### src/rtl/kgp_isa_pkg.sv
// kgp_isa_pkg: KGP mini-RISC instruction fields, opcode/func constants and loader states
package kgp_isa_pkg;
   localparam int INSTR_W  = 32;
   localparam int OPC_W    = 6;
   localparam int FUNC_W   = 6;
   localparam int OPC_LSB  = 26;
   localparam int FUNC_LSB = 0;
   localparam logic [OPC_W-1:0] OP_ARITH  = 6'd0;
   localparam logic [OPC_W-1:0] OP_ARITHI = 6'd1;
   localparam logic [OPC_W-1:0] OP_LOGIC  = 6'd10;
   localparam logic [OPC_W-1:0] OP_SHIFT  = 6'd20;
   localparam logic [OPC_W-1:0] OP_SHIFTV = 6'd21;
   localparam logic [OPC_W-1:0] OP_LW     = 6'd30;
   localparam logic [OPC_W-1:0] OP_SW     = 6'd31;
   localparam logic [OPC_W-1:0] OP_B      = 6'd40;
   localparam logic [OPC_W-1:0] OP_BNZ    = 6'd47;
   localparam logic [OPC_W-1:0] OP_DIFF   = 6'd50;
   localparam logic [FUNC_W-1:0] F_ADD = 6'd0;
   localparam logic [FUNC_W-1:0] F_SUB = 6'd1;
   localparam logic [FUNC_W-1:0] F_SLL = 6'd0;
   localparam logic [FUNC_W-1:0] F_SRL = 6'd1;
   localparam logic [FUNC_W-1:0] F_SRA = 6'd2;
   typedef enum logic [2:0] {
      S_IDLE, S_LEN_HI, S_LEN_LO, S_BYTES, S_WRITE, S_DONE, S_ERR
   } ld_state_t;
endpackage

### src/rtl/instr_legal_check.sv
// instr_legal_check: combinational test of an opcode/func pair against the decoder's implemented set
module instr_legal_check
   import kgp_isa_pkg::*;
(
   input  logic [OPC_W-1:0]  opcode,
   input  logic [FUNC_W-1:0] func,
   output logic              legal
);
   assign legal = ((opcode == OP_ARITH || opcode == OP_ARITHI || opcode == OP_LOGIC) && func <= F_SUB)
                || ((opcode == OP_SHIFT || opcode == OP_SHIFTV) && func <= F_SRA)
                || opcode == OP_LW || opcode == OP_SW
                || (opcode >= OP_B && opcode <= OP_BNZ)
                || opcode == OP_DIFF;
endmodule

### src/rtl/program_loader.sv
// program_loader: streams a length-prefixed big-endian image into imem; LOADER_LEGAL_CHECK_EN rejects undecodable words
module program_loader
   import kgp_isa_pkg::*;
#(
   parameter int ADDR_W = 10
) (
   input  logic               clk,
   input  logic               rst,
   input  logic               start,
   input  logic [7:0]         in_data,
   input  logic               in_valid,
   output logic               in_ready,
   output logic [ADDR_W-1:0]  imem_addr,
   output logic [INSTR_W-1:0] imem_wdata,
   output logic               imem_we,
   output logic               cpu_hold,
   output logic               done,
   output logic               err,
   output logic [ADDR_W-1:0]  err_addr
);
   ld_state_t          state, nxt_state;
   logic [15:0]        len, nxt_len, n_word;
   logic [ADDR_W:0]    cnt, nxt_cnt, cnt_inc;
   logic [1:0]         bcnt, nxt_bcnt;
   logic [23:0]        sh, nxt_sh;
   logic [INSTR_W-1:0] word, nxt_wdata;
   logic [ADDR_W-1:0]  nxt_err_addr;
   logic               nxt_done, nxt_err, nxt_hold, xfer, legal, oversize, last;
   assign xfer      = in_valid & in_ready;
   assign word      = {sh, in_data};
   assign n_word    = {len[7:0], in_data};
   assign cnt_inc   = cnt + 1'b1;
   assign oversize  = 32'(n_word) > (32'd1 << ADDR_W);
   assign last      = 32'(cnt_inc) == 32'(len);
   assign imem_addr = cnt[ADDR_W-1:0];
`ifdef LOADER_LEGAL_CHECK_EN
   instr_legal_check u_legal (
      .opcode (word[OPC_LSB +: OPC_W]),
      .func   (word[FUNC_LSB +: FUNC_W]),
      .legal  (legal)
   );
`else
   assign legal = 1'b1;
`endif
   // next state and next register values; the word is screened on its 4th byte so a rejected word never strobes imem_we
   always_comb begin
      nxt_state    = state;
      nxt_len      = len;
      nxt_cnt      = cnt;
      nxt_bcnt     = bcnt;
      nxt_sh       = sh;
      nxt_wdata    = imem_wdata;
      nxt_done     = done;
      nxt_err      = err;
      nxt_err_addr = err_addr;
      nxt_hold     = cpu_hold;
      case (state)
         S_IDLE, S_DONE, S_ERR: if (start) begin
            nxt_state    = S_LEN_HI;
            nxt_hold     = 1'b1;
            nxt_done     = 1'b0;
            nxt_err      = 1'b0;
            nxt_err_addr = '0;
            nxt_cnt      = '0;
            nxt_bcnt     = '0;
         end
         S_LEN_HI: if (xfer) begin
            nxt_len   = {8'h00, in_data};
            nxt_state = S_LEN_LO;
         end
         S_LEN_LO: if (xfer) begin
            nxt_len   = n_word;
            nxt_state = n_word == 16'd0 ? S_DONE : oversize ? S_ERR : S_BYTES;
            nxt_done  = n_word == 16'd0;
            nxt_hold  = n_word != 16'd0;
            nxt_err   = n_word != 16'd0 && oversize;
         end
         S_BYTES: if (xfer) begin
            nxt_sh   = word[23:0];
            nxt_bcnt = bcnt + 2'd1;
            if (bcnt == 2'd3) begin
               nxt_state    = legal ? S_WRITE : S_ERR;
               nxt_err      = !legal;
               nxt_err_addr = legal ? err_addr : cnt[ADDR_W-1:0];
               nxt_wdata    = legal ? word : imem_wdata;
            end
         end
         S_WRITE: begin
            nxt_cnt   = cnt_inc;
            nxt_state = last ? S_DONE : S_BYTES;
            nxt_done  = last;
            nxt_hold  = !last;
         end
         default: nxt_state = S_IDLE;
      endcase
   end
   // state and registered outputs; handshake and strobe are decoded from the next state so they are flop outputs
   always_ff @(posedge clk or negedge rst) begin
      if (!rst) begin
         state      <= S_IDLE;
         len        <= '0;
         cnt        <= '0;
         bcnt       <= '0;
         sh         <= '0;
         imem_wdata <= '0;
         imem_we    <= 1'b0;
         in_ready   <= 1'b0;
         cpu_hold   <= 1'b0;
         done       <= 1'b0;
         err        <= 1'b0;
         err_addr   <= '0;
      end else begin
         state      <= nxt_state;
         len        <= nxt_len;
         cnt        <= nxt_cnt;
         bcnt       <= nxt_bcnt;
         sh         <= nxt_sh;
         imem_wdata <= nxt_wdata;
         imem_we    <= nxt_state == S_WRITE;
         in_ready   <= nxt_state inside {S_LEN_HI, S_LEN_LO, S_BYTES};
         cpu_hold   <= nxt_hold;
         done       <= nxt_done;
         err        <= nxt_err;
         err_addr   <= nxt_err_addr;
      end
   end
endmodule
### config.mk
export PLATFORM = sky130hd
export DESIGN_NAME = program_loader
export DESIGN_NICKNAME = d
export VERILOG_FILES = /design/src/rtl/kgp_isa_pkg.sv /design/src/rtl/instr_legal_check.sv /design/src/rtl/program_loader.sv
export SDC_FILE = /design/constraint.sdc
export NUM_CORES = 1
export LEC_CHECK = 0
export CAP_MARGIN = 10
export CORE_UTILIZATION = 50
export DETAILED_ROUTE_END_ITERATION = 8
export HOLD_SLACK_MARGIN = 0.15
export PLACE_DENSITY = 0.87
export SYNTH_ARGS = -nofsm -noshare
export SYNTH_HDL_FRONTEND = slang
export SYNTH_HIERARCHICAL = 1
export SYNTH_SLANG_ARGS = --single-unit
### constraint.sdc
create_clock -name clk -period 6.1 [get_ports clk]
set_input_delay 0.915 -clock clk [delete_from_list [all_inputs] [get_ports clk]]
set_output_delay 0.915 -clock clk [all_outputs]
set_load 0.05 [all_outputs]
# Yosys cells after proc, flatten, opt, wreduce, memory -nomap -nowiden
# Index checks and enable logic that the tools add are counted.
[op_classes] add_sub_neg=2 n_lt_le_gt_ge=1 n_eq_ne=17 mux=27 bitwise=1 reduce_logical=19
[ops] cell="$mux W16" n=2
[ops] cell="$pmux W16 S2" n=1
[ops] cell="$mux W3" n=8
[ops] cell="$pmux W11 S2" n=1
[ops] cell="$eq A11 B16 Y1" n=1
[ops] cell="$gt A16 B11 Y1 const B" n=1
[ops] cell="$logic_not A16 Y1" n=1
[ops] cell="$reduce_bool A16 Y1" n=1
[ops] cell="$pmux W3 S5" n=1
[ops] cell="$eq A3 B2 Y1 const B" n=4
[ops] cell="$eq A3 B3 Y1 const B" n=4
[ops] cell="$reduce_and A3 Y1" n=4
[ops] cell="$add A11 B1 Y11 const B" n=1
[ops] cell="$mux W11" n=1
[ops] cell="$ne A2 B2 Y1 const B" n=5
[ops] cell="$pmux W1 S3" n=3
[ops] cell="$reduce_bool A3 Y1" n=3
[ops] cell="$mux W1" n=7
[ops] cell="$eq A3 B1 Y1 const B" n=2
[ops] cell="$reduce_bool A2 Y1" n=3
[ops] cell="$reduce_and A5 Y1" n=1
[ops] cell="$mux W2" n=2
[ops] cell="$pmux W2 S2" n=1
[ops] cell="$reduce_and A2 Y1" n=2
[ops] cell="7 further kinds" n=7
[word_totals] ff_bits=93 in_bits=12 word_cells=78

# Longest topological paths before layout
# Gate-level depths: netlist (run 1).
[depth] ltp_word=7 depth_mapped=7 ltp_nobuf=7

# Worst setup path before layout (run 1)
# No wires, ideal clock.
[synth_timing] kind="input-to-reg" startpoint="in in_data[5]" endpoint="reg in_ready" setup_time_ns=0.128 t_arrival_ns=2.545 path_slack_ns=3.427 path_stages=6 cell_sequence="or4_4 or3_1 o31a_1 a311o_1 nor3_2 nor2_1"
[synth_via] elab_chain_cells=7 elab_cells_between_ends=10
[synth_lines] element="from (decl)" line="program_loader.sv:10" rtl="input logic [7:0] in_data,"
[synth_lines] element="$gt A16 B11 Y1" line="program_loader.sv:33" rtl="assign oversize = 32'(n_word) > (32'd1 << ADDR_W);"
[synth_lines] element="$mux W3" line="program_loader.sv:73" rtl="nxt_state = n_word == 16'd0 ? S_DONE : oversize ? S_ERR : S_BYTES;"
[synth_lines] element="$mux W3 (*)" line="program_loader.sv:73"
[synth_lines] element="$mux W3 (*)" line="program_loader.sv:71" rtl="S_LEN_LO: if (xfer) begin"
[synth_lines] element="$pmux W3 S5 (*)" line="program_loader.sv:57" rtl="case (state)"
[synth_lines] element="$eq A3 B1 Y1 or $eq A3 B2 Y1 (tied branches)" line="program_loader.sv:120" rtl="in_ready <= nxt_state inside {S_LEN_HI, S_LEN_LO, S_BYTES};"
[synth_lines] element="$reduce_bool A3 Y1 (*)" line="program_loader.sv:120"
[synth_lines] element="to (signal assigned)" line="program_loader.sv:120"
[synth_lines] element="to (decl)" line="program_loader.sv:12" rtl="output logic in_ready,"
# Mark *: on every way between the ends. The rest lies on a longest branch, timed or not.
# A chain may end at the register's enable or synchronous reset.

# Worst setup path after layout (run 1)
[layout_timing] startpoint="in in_valid" endpoint="reg imem_wdata[27]"
[layout_via] elab_chain_cells=2
[layout_lines] element="from (decl)" line="program_loader.sv:11" rtl="input logic in_valid,"
[layout_lines] element="$and A1 B1 Y1" line="program_loader.sv:29" rtl="assign xfer = in_valid & in_ready;"
[layout_lines] element="$reduce_and A3 Y1 (no source line)"
[layout_lines] element="to (signal assigned)" line="program_loader.sv:118" rtl="imem_wdata <= nxt_wdata;"
[layout_lines] element="to (decl)" line="program_loader.sv:14" rtl="output logic [INSTR_W-1:0] imem_wdata,"
# Every way passes these cells.

==> results.md, run 1 <==
- Status: complete, no violations
- Initial antenna violation count: 0
- Crit path time final: 3090 ps
- Post-route setup TNS: 0 ps
- Worst-case clock skew: 15.8 ps
- Tot Pwr: 2520 uW
- Core ar.: 8220 um2
- WHS: 458 ps
- Vias: 2904
- Finish-stage setup viols: 0
- Hold_buf cts: 0
- Register area: 2330 um2
- Fin nets: 428
- Largest net degree at the start of global routing: 65
- Vias in the first global route: 2812
- Diodes inserted: 0
- CTS tree: yes
- Gr usage total: 21.2%
- Fin crit share: 50.6%
- Final slew viol count: 0
- Residual DRC: 0
- WL final: 8660 um
- #FFs+latches synth: 93
- Die area: 8890 um2
- Mapped cell area: 4260 um2
- Critical path class: in2reg
- Post-CTS Resized: 0
- DR pass1 iterations: 7
- P per Cell Area: 503 nW/um2
- Crit path max fanout: 27
- Sw Ratio: 41.7%
- Yosys top cell area share: 54.7%
- Pleak: 0.00223 uW
- CTS Root Cell: clkbuf_8
- Top Ports: 69
- Highest-count cells in the layout ignoring fill and taps: 93 x dfrtp_1, 57 x mux2_2, 57 x clkdlybuf4s50_1
- Worst Hold Class: in2async
- Final Hold Vio Count: 0
- Unique masters post-synth: 47
- Main synth FF type: dfrtp_1
- Clock Tree Buf Depth: 2
- Sink Count: 93
- Sequential Power Share: 41.6%
- Worst setup SP type: input port
- Combinational Power Share: 42.4%
- Synthesized area per cell: 11.6 um2
- I/O Buffers: 58
- CTS clk-pin slew, worst paths: 110 ps
- Hpwl dp: 5970 um
- Initial cell density of the core: 51.8%
- H-tree depth: 3
- Setup repair bufs after CTS: 0
- Routed WL per cell: 16.5 um
- Slew HR: 44.4%
- FILL cells: 618
- Sequential-to-total area share from yosys stat: 54.7%
- Via density: 5.54
- Reg2Reg Setup Slack: 3300 ps
- Syn Inst Count: 367
- Layout cell share with drive strength beyond 1: 20.3%
- Yosys top cell by area: dfrtp_1
- Die height: 94.3 um
- Worst Max-Slew Pin Slew: 834 ps
- Internal: 1470 uW
- Commonest non-fill, non-tap cell in the layout: dfrtp_1
- Maximum operating frequency: 324 MHz
- First-pass GRT wire length: 14300 um
- Crit. End Element: flip-flop
- Clock Power Share: 16.0%
- Data required time of the worst path: 6340 ps
- Multi-input logic area: 1720 um2
- Synth Warn #: 6
- Number of DRC markers in iteration 0: 188
- Final GP Congestion: 0.875
- Sw Pwr: 1050 uW
- Congestion Overflow GR: 0
- FFs w/ async S/R, synth: 100%
- Top post-synthesis cells by area: dfrtp_1 55%, mux2_2 15%, nand2_1 3.9%, buf_4 3.7%, a22o_1 2.5%
- Layout area overhead: 17.7%
- Number of synthesized flops with an enable pin: 0
- RSZ-0062 raised after global routing: false
- Die W: 94.3 um
- Maximum vdd ir drop: 0.000247 V
- Final ANT Viol Nets: 0
- WP data arrival: 3330 ps
- Max Cap Viol: 0
- Worst skew pair latency: 360 ps
- Cell Rows: 33
- Inserted Clock Buffers: 9
[critical path, cell delays in order]
cell	delay [ps]
clkdlybuf4s50_1	480
nand2_1	160
nor4_4	160
buf_4	370
nand2_2	340
inv_2	490
mux2_2	400
[cells in the mapped netlist, types with 5 or more instances]
cell type	number
o21ai_0	16
clkbuf_1	10
a22o_1	12
buf_4	21
xnor2_1	11
nor2_1	15
xor2_1	6
dfrtp_1	93
nand2_1	44
nand2b_1	5
inv_1	9
a21oi_1	10
mux2_2	57
[metal layers]
layer  part of all wire, %  vias up  routed length [um]  track usage, %
met2                    48      115                4120            31.9
met4                  0.90        0                  78            8.33
met1                    45     1423                3920            30.2
li1                      -     1354                   -               -
met3                   6.2       12                 534            4.21
met5                     0        -                   0               0
[final timing paths]
kind	start	depth (start not counted)	endpoint
max in group asynchronous	rst	2	cnt[1]
min in group clk	done	1	done
max	in_valid	7	imem_wdata[27]
min	rst	1	sh[2]
max reg2reg	state[1]	6	imem_wdata[27]
min reg2reg	done	1	done
[stage by stage]
stage	setup WS (ps)	instances	cell area, um2	utilization, %
after floorplan	3430	376	4290	-
after global placement	2710	508	4810	58.6
after detailed placement	2620	508	4810	58.6
after CTS	2980	524	5010	61.0
after global routing	2880	524	5010	61.0
final	3010	524	5010	61.0
[cell families (layout without fill, tap and decap cells)]
family	count (synthesis)	in the layout	share of synthesized area, %
other cells	1	10	0.0881
xor+xnor	17	17	3.50
fa+ha+maj	2	2	0.588
simple gates	94	94	10.9
flops	93	93	54.7
buf+inv	44	87	5.79
mux	57	57	15.1
compound gates	59	59	9.43
[final cells by class]
type | count | share of cell area, %
sequential | 93 | 46.4
multi-input combinational | 239 | 34.3
timing repair buffer | 60 | 11.8
tap | 105 | 2.62
clock buffer | 9 | 2.47
clock inverter | 7 | 1.52
inverter | 11 | 0.824
[registers in the layout, indices dropped and copies added (netlist names), 2 cells and up]
| register | flops |
|---|---|
| cnt | 11 |
| bcnt | 2 |
| imem_wdata | 32 |
| len | 16 |
| state | 3 |
| sh | 24 |
[power by group through the flow]
stage | clock [uW] | sequential (uW) | combinational (uW)
2_1_floorplan | 0 | 1230 | 576
3_3_place_gp | 0 | 1040 | 1040
3_5_place_dp | 0 | 1060 | 1070
4_1_cts | 412 | 1050 | 1070
5_1_grt | 436 | 1080 | 1150
6_report | 403 | 1050 | 1070
Note: power is estimated with default switching activity, not from simulation.
==> run 2: changes to the inputs <==
- CORE_UTILIZATION: 50 -> 48
- PLACE_DENSITY: 0.87 -> 0.88
- clock period: 6.1 -> 2.6 ns (I/O delays scaled with it)
==> run 2 against run 1 <==
Clock power grew 140%. Critical path depth stayed put. Sequential share of layout area is 1.3 points lower. Critical endpoint is now in_ready. First-iteration DRC count shrank 19%. Clock-buffer cell count did not move. Worst setup slack worse by 2800 ps.
==> results.md, run 2 (same netlist as run 1, synthesis figures left out) <==
- Status: complete, no violations
- Final Cell Area: 5150 um2 (+2.8%)
- Tot Pwr: 6000 uW (+140%)
- DR pass1 iterations: 4 (-3)
- Clock Tree Buf Depth: 2 (unchanged)
- Crit-path slowest cell: or3_1
- Worst Max-Slew Pin Slew: 609 ps (-225 ps)
- Layout cell share with drive strength beyond 1: 23.0% (+2.8 points)
- Final slew viol count: 0 (unchanged)
- Data required time of the worst path: 2840 ps (-3500 ps)
- Crit path buf inv count: 0 (-3)
- H-tree depth: 3 (unchanged)
- Largest net degree at the start of global routing: 84 (+29%)
- Core ar.: 8380 um2 (+2.0%)
- Top Ports: 69 (unchanged)
- Final GP Congestion: 0.847 (-3.2%)
- WP data arrival: 2620 ps (-710 ps)
- Critical path class: reg2reg
- Multi-input logic area: 1730 um2 (+0.44%)
- Routed WL per cell: 16.9 um (+2.1%)
- Vias: 3016 (+3.9%)
- First-pass GRT wire length: 14500 um (+1.6%)
- Levels on crit path: 7 (unchanged)
- Maximum vdd ir drop: 0.000700 V (+180%)
- FF-to-FF path depth: 7 (+1)
- FILL cells: 640 (+3.6%)
- Layout area overhead: 21.0%
- Worst setup SP type: flip-flop
- Diodes inserted: 0 (unchanged)
- Worst reg2reg path startpoint: cnt[1]
- CTS Root Cell: clkbuf_8
- P per Cell Area: 1160 nW/um2 (+130%)
- Worst Hold Class: in2async
- Die area: 9250 um2 (+4.1%)
- WL final: 9090 um (+5.0%)
- Cell area after placement: 4940 um2 (+2.6%)
- Die height: 96.2 um (+2.0%)
- Cell family with most CP delay: simple AND/OR/NAND/NOR gates
- CTS clk-pin slew, worst paths: 90 ps (-20 ps)
- Largest register FFs: 32 (unchanged)
- Register area: 2330 um2 (unchanged)
- Biggest regs: imem_wdata x32, sh x24, len x16
- Fin crit share: 91.5%
- Maximum operating frequency: 420 MHz
- Highest-count cells in the layout ignoring fill and taps: 93 x dfrtp_1, 57 x mux2_2, 57 x clkdlybuf4s50_1
- Initial cell density of the core: 50.8% (-1.0 points)
- Final ANT Viol Nets: 0 (unchanged)
- Slew HR: 59.3% (+15 points)
- Worst-case clock skew: 6.60 ps (-9.16 ps)
- Inserted Clock Buffers: 9 (unchanged)
- Reg2Reg Setup Slack: 220 ps (-3080 ps)
- Cell Rows: 33 (unchanged)
- Crit path time final: 2380 ps
- Hpwl dp: 6400 um (+7.2%)
- Crit path max fanout: 5 (-81%)
- Via density: 5.60 (+0.97%)
- Finish-stage setup viols: 0 (unchanged)
- Residual DRC: 0 (unchanged)
- Die W: 96.2 um (+2.0%)
- Max Cap Viol: 0 (unchanged)
- Gr usage total: 20.7% (-0.51 points)
- CP max stage delay: 440 ps (-50 ps)
- Final Hold Vio Count: 0 (unchanged)
- Initial antenna violation count: 0 (unchanged)
- Vias in the first global route: 2985 (+6.2%)
- CTS tree: yes
- I/O Buffers: 58 (unchanged)
- Setup ws final: 221 ps (-2790 ps)
- Most flops, register: imem_wdata
- Crit. End Element: flip-flop
- RSZ-0062 raised after global routing: false
- Congestion Overflow GR: 0 (unchanged)
- Setup repair bufs after CTS: 0 (unchanged)
- Number of DRC markers in iteration 0: 153 (-19%)
- Finished Core Util: 61.4% (+0.46 points)
- Worst slack, placed: -108 ps (-2730 ps)
- Worst reg2reg endpoint: in_ready
- Sink Count: 93 (unchanged)
- Worst skew pair latency: 350 ps (about the same)
- CP cell instances: ha_1 -> nand3_1 -> or3_1 -> xnor2_1 -> o2111ai_1 -> o31ai_1 -> nor2_1
- Pleak: 0.00230 uW (+3.4%)
- Commonest non-fill, non-tap cell in the layout: dfrtp_1
- Fin nets: 444 (+3.7%)
-- run 2: cell count changes in the layout (fill, tap and decap cells not counted), sizes merged --
cell,delta
buf,+15
inv,-2
bufinv,+1
clkinv,-1
clkinvlp,+1
dlygate4sd3,+1
-- run 2: metrics by stage --
step / std cells / hold slack, ps / TNS [ps]
CTS: 539 / 396 / 0
global placement: 523 / 243 / -47.8
finish: 539 / 400 / 0
floorplan: 376 / 94.4 / 0
global route: 539 / 436 / 0
detailed placement: 523 / 240 / -200
-- run 2: final cells by class --
type	count	share of cell area, %
Sequential cell	93	45.2
Multi-Input combinational cell	239	33.5
Timing Repair Buffer	76	14.1
Tap cell	105	2.55
Clock buffer	9	2.41
Clock inverter	6	1.41
Inverter	11	0.802
-- run 2: repair_timing --
action	in CTS	in global routing
resized for setup	0	1
hold buffers	1	0
hold endpoints to repair	10	0
endpoints found under the setup margin	0	1
-- run 2: worst register-to-register path, stage by stage (launching register included) --
cell and delay, ps:
dfrtp_1 430, ha_1 270, nand3_1 210, or3_1 450, xnor2_1 230, o2111ai_1 240
o31ai_1 350, nor2_1 90
-- run 2: per-layer routing --
layer | up-vias | global-route usage, % | part of all wire, %
met2 | 100 | 34.2 | 51
met1 | 1519 | 27.0 | 42
met3 | 17 | 2.92 | 4.5
li1 | 1380 | - | -
met5 | - | 0 | 0
met4 | 0 | 9.83 | 2.5
-- run 2: how the worst max path moves through the flow --
stage	slack, ps	from	end
6_report	220	cnt[1]	in_ready
5_1_grt	100	cnt[1]	cpu_hold
4_1_cts	230	cnt[1]	cpu_hold
3_5_place_dp	-110	in_data[5]	in_ready
3_3_place_gp	-50	in_data[5]	in_ready
2_1_floorplan	310	in_ready	imem_wdata[17]
-- run 2: report_power, final --
| group | internal [uW] | total (uW) | switching (uW) |
|---|---|---|---|
| clock network | 447 | 961 | 513 |
| logic | 1130 | 2600 | 1470 |
| registers | 1980 | 2440 | 460 |
| total | 3560 | 6000 | 2440 |
